## src/rtl/tg_pkg.sv

```systemverilog
// Shared types and constants for the multi-channel timing generator.
// Config register map, channel state encoding and config bundles.
package tg_pkg;

    localparam int CFG_W = 16;

    localparam logic [2:0] CFG_LINE_LEN  = 3'd0;
    localparam logic [2:0] CFG_FRAME_LEN = 3'd1;
    localparam logic [2:0] CFG_HSYNC_W   = 3'd2;
    localparam logic [2:0] CFG_VSYNC_W   = 3'd3;
    localparam logic [2:0] CFG_OFFSET    = 3'd4;

    typedef enum logic [1:0] {
        IDLE,
        DELAY,
        RUN
    } tg_state_t;

    typedef struct packed {
        logic [CFG_W-1:0] line_len;
        logic [CFG_W-1:0] frame_len;
        logic [CFG_W-1:0] hsync_w;
        logic [CFG_W-1:0] vsync_w;
        logic [CFG_W-1:0] offset;
    } tg_cfg_t;

    typedef struct packed {
        logic [CFG_W-1:0] line_len;
        logic [CFG_W-1:0] frame_len;
        logic [CFG_W-1:0] hsync_w;
        logic [CFG_W-1:0] vsync_w;
    } tg_geom_t;

    // Frame geometry as used by a running channel, with length clamps.
    function automatic tg_geom_t tg_load(input tg_cfg_t c);
        tg_geom_t g;
        g.line_len  = (c.line_len < CFG_W'(2)) ? CFG_W'(2) : c.line_len;
        g.frame_len = (c.frame_len == '0) ? CFG_W'(1) : c.frame_len;
        g.hsync_w   = c.hsync_w;
        g.vsync_w   = c.vsync_w;
        return g;
    endfunction

endpackage

```

## src/rtl/tg_channel.sv

```systemverilog
// One timing channel: start FSM, pixel/line counters,
// shadow and active geometry, registered sync decode.
module tg_channel
    import tg_pkg::*;
#(
    parameter int PIX_W         = 12,
    parameter int LINE_W        = 12,
    parameter int DEF_LINE_LEN  = 1650,
    parameter int DEF_FRAME_LEN = 750,
    parameter int DEF_HSYNC_W   = 40,
    parameter int DEF_VSYNC_W   = 5
) (
    input  logic        clk_gen,
    input  logic        reset,
    input  logic        enable,
    input  logic        mode_single,
    input  logic        trig,
    input  logic        wr_en,
    input  logic [2:0]  wr_addr,
    input  logic [15:0] wr_data,
    output logic        sync_line,
    output logic        sync_frame,
    output logic        active,
    output logic        frame_start,
    output logic        busy
);

    localparam logic [CFG_W-1:0] PIX_MASK  = CFG_W'((32'd1 << PIX_W) - 32'd1);
    localparam logic [CFG_W-1:0] LINE_MASK = CFG_W'((32'd1 << LINE_W) - 32'd1);

    localparam tg_cfg_t CFG_DEF = '{
        line_len:  CFG_W'(DEF_LINE_LEN) & PIX_MASK,
        frame_len: CFG_W'(DEF_FRAME_LEN) & LINE_MASK,
        hsync_w:   CFG_W'(DEF_HSYNC_W) & PIX_MASK,
        vsync_w:   CFG_W'(DEF_VSYNC_W) & LINE_MASK,
        offset:    '0
    };
    localparam tg_geom_t GEO_DEF = tg_load(CFG_DEF);

    tg_state_t         state, state_n;
    logic [PIX_W-1:0]  pix, pix_n;
    logic [LINE_W-1:0] line, line_n;
    logic [CFG_W-1:0]  dcnt, dcnt_n;
    tg_cfg_t           shd, shd_n;
    tg_geom_t          geo, geo_n;
    logic              load;
    logic              start;
    logic              last_pix;
    logic              last_line;
    logic              run_n;
    logic [CFG_W-1:0]  pix_x;
    logic [CFG_W-1:0]  line_x;

    assign start     = enable && (!mode_single || trig);
    assign last_pix  = CFG_W'(pix) == geo.line_len - CFG_W'(1);
    assign last_line = CFG_W'(line) == geo.frame_len - CFG_W'(1);

    // Writes land in the shadow combinationally so a boundary load sees them.
    always_comb begin
        shd_n = shd;
        if (wr_en) begin
            case (wr_addr)
                CFG_LINE_LEN:  shd_n.line_len  = wr_data & PIX_MASK;
                CFG_FRAME_LEN: shd_n.frame_len = wr_data & LINE_MASK;
                CFG_HSYNC_W:   shd_n.hsync_w   = wr_data & PIX_MASK;
                CFG_VSYNC_W:   shd_n.vsync_w   = wr_data & LINE_MASK;
                CFG_OFFSET:    shd_n.offset    = wr_data & PIX_MASK;
                default: ;
            endcase
        end
    end

    always_comb begin
        state_n = state;
        pix_n   = pix;
        line_n  = line;
        dcnt_n  = dcnt;
        load    = 1'b0;
        unique case (state)
            IDLE: begin
                if (start) begin
                    if (shd_n.offset == '0) begin
                        state_n = RUN;
                        load    = 1'b1;
                    end else begin
                        state_n = DELAY;
                        dcnt_n  = shd_n.offset - CFG_W'(1);
                    end
                end
            end
            DELAY: begin
                if (dcnt == '0) begin
                    state_n = RUN;
                    load    = 1'b1;
                end else begin
                    dcnt_n = dcnt - CFG_W'(1);
                end
            end
            RUN: begin
                if (last_pix) begin
                    pix_n = '0;
                    if (last_line) begin
                        line_n = '0;
                        if (!mode_single && enable) begin
                            load = 1'b1;
                        end else begin
                            state_n = IDLE;
                        end
                    end else begin
                        line_n = line + LINE_W'(1);
                    end
                end else begin
                    pix_n = pix + PIX_W'(1);
                end
            end
            default: state_n = IDLE;
        endcase
        geo_n = load ? tg_load(shd_n) : geo;
    end

    assign run_n  = state_n == RUN;
    assign pix_x  = CFG_W'(pix_n);
    assign line_x = CFG_W'(line_n);

    always_ff @(posedge clk_gen or negedge reset) begin
        if (!reset) begin
            state       <= IDLE;
            pix         <= '0;
            line        <= '0;
            dcnt        <= '0;
            shd         <= CFG_DEF;
            geo         <= GEO_DEF;
            sync_line   <= 1'b0;
            sync_frame  <= 1'b0;
            active      <= 1'b0;
            frame_start <= 1'b0;
            busy        <= 1'b0;
        end else begin
            state       <= state_n;
            pix         <= pix_n;
            line        <= line_n;
            dcnt        <= dcnt_n;
            shd         <= shd_n;
            geo         <= geo_n;
            sync_line   <= run_n && (pix_x < geo_n.hsync_w);
            sync_frame  <= run_n && (line_x < geo_n.vsync_w);
            active      <= run_n && (pix_x >= geo_n.hsync_w)
                                 && (line_x >= geo_n.vsync_w);
            frame_start <= run_n && (pix_n == '0) && (line_n == '0);
            busy        <= state_n != IDLE;
        end
    end

endmodule

```

## src/rtl/timing_generator_multi.sv

```systemverilog
// Multi-channel timing generator top: config write decode
// and NUM_CH independent tg_channel instances.
module timing_generator_multi
    import tg_pkg::*;
#(
    parameter int NUM_CH        = 2,
    parameter int PIX_W         = 12,
    parameter int LINE_W        = 12,
    parameter int DEF_LINE_LEN  = 1650,
    parameter int DEF_FRAME_LEN = 750,
    parameter int DEF_HSYNC_W   = 40,
    parameter int DEF_VSYNC_W   = 5
) (
    input  logic              clk_gen,
    input  logic              reset,
    input  logic [NUM_CH-1:0] enable,
    input  logic [NUM_CH-1:0] mode_single,
    input  logic [NUM_CH-1:0] trig,
    input  logic              cfg_wr,
    input  logic [2:0]        cfg_ch,
    input  logic [2:0]        cfg_addr,
    input  logic [15:0]       cfg_data,
    output logic [NUM_CH-1:0] sync_line,
    output logic [NUM_CH-1:0] sync_frame,
    output logic [NUM_CH-1:0] active,
    output logic [NUM_CH-1:0] frame_start,
    output logic [NUM_CH-1:0] busy
);

    for (genvar i = 0; i < NUM_CH; i++) begin : g_ch
        logic wr_en;
        assign wr_en = cfg_wr && (cfg_ch == 3'(i));

        tg_channel #(
            .PIX_W        (PIX_W),
            .LINE_W       (LINE_W),
            .DEF_LINE_LEN (DEF_LINE_LEN),
            .DEF_FRAME_LEN(DEF_FRAME_LEN),
            .DEF_HSYNC_W  (DEF_HSYNC_W),
            .DEF_VSYNC_W  (DEF_VSYNC_W)
        ) u_ch (
            .clk_gen    (clk_gen),
            .reset      (reset),
            .enable     (enable[i]),
            .mode_single(mode_single[i]),
            .trig       (trig[i]),
            .wr_en      (wr_en),
            .wr_addr    (cfg_addr),
            .wr_data    (cfg_data),
            .sync_line  (sync_line[i]),
            .sync_frame (sync_frame[i]),
            .active     (active[i]),
            .frame_start(frame_start[i]),
            .busy       (busy[i])
        );
    end

endmodule

```

## config.mk

```make
export PLATFORM = sky130hd
export DESIGN_NAME = timing_generator_multi
export DESIGN_NICKNAME = d
export VERILOG_FILES = /design/src/rtl/tg_pkg.sv /design/src/rtl/tg_channel.sv /design/src/rtl/timing_generator_multi.sv
export SDC_FILE = /design/constraint.sdc
export NUM_CORES = 1
export LEC_CHECK = 0
export ABC_AREA = 1
export BUFFER_PORTS_ARGS = -buffer_cell sky130_fd_sc_hd__buf_2
export CAP_MARGIN = 10
export CORE_UTILIZATION = 40
export DETAILED_ROUTE_END_ITERATION = 10
export MAX_ROUTING_LAYER = met4
export PLACE_DENSITY = 0.57
export SYNTH_ARGS = -nofsm -noshare
export SYNTH_HDL_FRONTEND = slang
export SYNTH_SLANG_ARGS = --single-unit
export TNS_END_PERCENT = 5
```

## constraint.sdc

```tcl
create_clock -name clk_gen -period 4.3 [get_ports clk_gen]
set_input_delay 0.215 -clock clk_gen [delete_from_list [all_inputs] [get_ports clk_gen]]
set_output_delay 0.215 -clock clk_gen [all_outputs]
set_load 0.01 [all_outputs]
```

==> metrics.yaml <==
cts-root-buf: "clkbuf_16"
overflow: 0
detail-route-antenna-nets: 0
synth_commonest_cells: "nand2_1, inv_1, nor2_1, dfrtp_1, o21ai_0"
yosys-top-cells-area: "dfrtp_1, nand2_1, dfstp_2"
irDropWorstVdd_mv: 0.4023
worst-setup-path-type: "register to register"
wl_per_cell_um: 15.71
core_area_um2: 54240
slew-limit-headroom: 0.3741
final-setup-viol-count: 0
ys_seq_area_frac: 0.4362
detail_route.first_pass.iterations: 5
drt-initial-drc-count: 1274
p_leak_nw: 13.42
crit_required_ps: 4770
hp-class: "input pin to register"
path_clk_slew_ps: 60
worst_pin_slew_ps: 938.8
die_area_um2: 56210
antenna_found_initial: 2
startpoint_type: "register"
io-pin-count: 41
vias: 18883
dp_hpwl_um: 44760
outcome: "complete, no violations"
async_reset_ff_frac: 1.000
ys_ff_latch: 382
post-route-min-period_ps: 3997
cts_tree: "built"
synth_cell_types: 54
grt_pass1_vias: 18562
dp.cells: 3675
cts.htree.levels: 2
fill_cells: 5412
nets: 3124
die_h_um: 237.1
crit_path_max_incr_delay_ps: 540
numPortBuffers: 36
grtUsageTotal: 0.2201
rows: 85
cts.sinks: 382
maxCapViolCount: 0
syn-num-nets: 3033
cts_buffers: 44
routed_wirelength_um: 59200
start_util: 0.4076
die_x_um: 237.1
total_power_mw: 10.20
yosys.cell_count.top_type: "nand2_1"
crit_top_cell: "nand2_1"
fin_util: 0.4684
synth.avg_cell_area_um2: 7.509
grt_max_degree: 123
fmax_mhz: 250.2
finalHoldViolCount: 0
synth_edf_count: 0
drc: 0
period_share: 0.9296
drive_gt1_frac: 0.1583
clockBufferDepth: 3
synth_top_area_share: 0.3554
cp_max_fo: 14
synth_area_leader_cell: "dfrtp_1"
clk_latency_ps: 570
fin_cells: 3769
synth_cells: 2944
syn-cell-area_um2: 22110
crit_path_end_kind: "register"
maxSlewViolCount: 0
power_density_nw_per_um2: 401.4
skew_ps: 25.34
grt_pass1_wl_um: 96340
critPathArrivalTime_ps: 4470
gp_congestion: 0.9315
yosysWarningCount: 0
crit_slowest_cell: "dfstp_2"
synthToLayoutAreaGrowth_pct: 14.93
avgViaCountPerCell: 5.010
synth-main-ff-cell: "dfrtp_1"
path summary, 6_finish.rpt:
check                                            startpoint                           endpoint  slack [ps]  depth (start not counted)
setup / recovery           g_ch[0].u_ch.geo[49]$_DFFE_PN1N_      g_ch[0].u_ch.active$_DFF_PN0_         300                         29
hold / removal                                  cfg_data[9]      g_ch[1].u_ch.shd[9]$_DFF_PN0_          60                          5
setup reg to reg           g_ch[0].u_ch.geo[49]$_DFFE_PN1N_      g_ch[0].u_ch.active$_DFF_PN0_         300                         29
hold reg to reg              g_ch[0].u_ch.shd[47]$_DFF_PN0_     g_ch[0].u_ch.shd[47]$_DFF_PN0_         460                          2
max in group asynchronous                             reset     g_ch[1].u_ch.shd[74]$_DFF_PN1_        2830                          3
min in group asynchronous                             reset  g_ch[0].u_ch.dcnt[14]$_DFFE_PN0P_         300                          2
stage by stage:
| step | hold WS (ps) | area [um2] | setup slack (ps) | TNS [ps] |
|---|---|---|---|---|
| 6_report | 59.67 | 25410 | 302.6 | 0 |
| 5_1_grt | 55.86 | 25410 | -4.660 | -4.660 |
| 4_1_cts | 29.96 | 25040 | 31.85 | 0 |
| 3_5_place_dp | 385.8 | 23350 | -265.7 | -301.4 |
| 3_3_place_gp | 379.4 | 23350 | -136.7 | -136.7 |
| 2_1_floorplan | -80.59 | 22110 | 828.9 | 0 |
state kept, by name, indices dropped and copies added (netlist names):
register,cells
g_ch.u_ch.pix,24
g_ch.u_ch.geo,128
g_ch.u_ch.sync_frame,2
g_ch.u_ch.line,24
g_ch.u_ch.active,2
g_ch.u_ch.sync_line,2
g_ch.u_ch.frame_start,2
g_ch.u_ch.dcnt,32
g_ch.u_ch.state,4
g_ch.u_ch.busy,2
g_ch.u_ch.shd,160
area by class of cell:
| class | count | area, um2 | area share |
|---|---|---|---|
| Antenna cell | 2 | 5.005 | 0.0001970 |
| Clock buffer | 65 | 1343 | 0.05284 |
| Clock inverter | 17 | 284.0 | 0.01118 |
| Inverter | 479 | 1813 | 0.07135 |
| Multi-Input combinational cell | 2007 | 10520 | 0.4141 |
| Sequential cell | 382 | 9644 | 0.3796 |
| Tap cell | 696 | 870.8 | 0.03427 |
| Timing Repair Buffer | 121 | 925.9 | 0.03644 |
cells by family (layout without fill, tap and decap cells):
family	after synthesis	after routing	synth area share
and+or+nand+nor	1502	1504	0.3013
buffers and inverters	557	682	0.1016
DFF	382	382	0.4362
AOI/OAI and AO/OA	371	371	0.09842
xor gates and xnor gates	74	74	0.02966
adders and majority gates	58	58	0.03283
other	0	2	0
power breakdown:
| group | internal [mW] | switching [mW] | total (mW) |
|---|---|---|---|
| clock | 2.59 | 1.54 | 4.13 |
| sequential | 4.03 | 0.143 | 4.17 |
| combinational | 0.645 | 1.25 | 1.89 |
| total | 7.26 | 2.94 | 10.2 |
critical path: cells and delay by family (launching register included):
family	cells	cell delay, ps
flops	1	540
buf+inv	4	540
fa+ha+maj	2	510
compound gates	6	720
simple gates	17	1580
per-layer routing:
metal / track usage / wire [um]
met1: 0.2890 / 27430
met2: 0.3493 / 27620
met3: 0.03964 / 2917
met4: 0.05943 / 1234
met5: - / 0
layout by cell type (no fill, tap or decap), types with 5 or more instances in the layout:
cell,count
nand2_1,794
inv_1,439
dfrtp_1,314
nor2_1,306
o21ai_0,148
nand3_1,139
buf_4,75
dfstp_2,68
a21oi_1,61
ha_1,55
xor2_1,49
clkbuf_16,46
o21ai_1,39
nand3b_1,38
nor2_2,37
nand2_2,36
o21ai_2,36
buf_2,35
inv_2,32
nand4_1,32
a22oi_1,29
nor3_1,24
xnor2_1,24
o22ai_1,22
nor2_4,17
or2_2,13
nand2_4,12
clkbuf_8,12
nor4_1,11
nand3_2,8
or2_1,8
or2_0,8
a31oi_1,8
o211ai_1,7
clkbuf_1,7
bufinv_16,7
buf_12,7
clkinv_2,5
repair_timing:
action | in CTS | in global routing
buffers inserted | 1 | 6
hold buffers | 1 | 0
endpoints found under the hold margin | 101 | 0
pin swaps | 1 | 21
endpoints found under the setup margin | 2 | 6
gates cloned | 0 | 2
resized for setup | 6 | 70
Power figures use the tool's default switching activity.
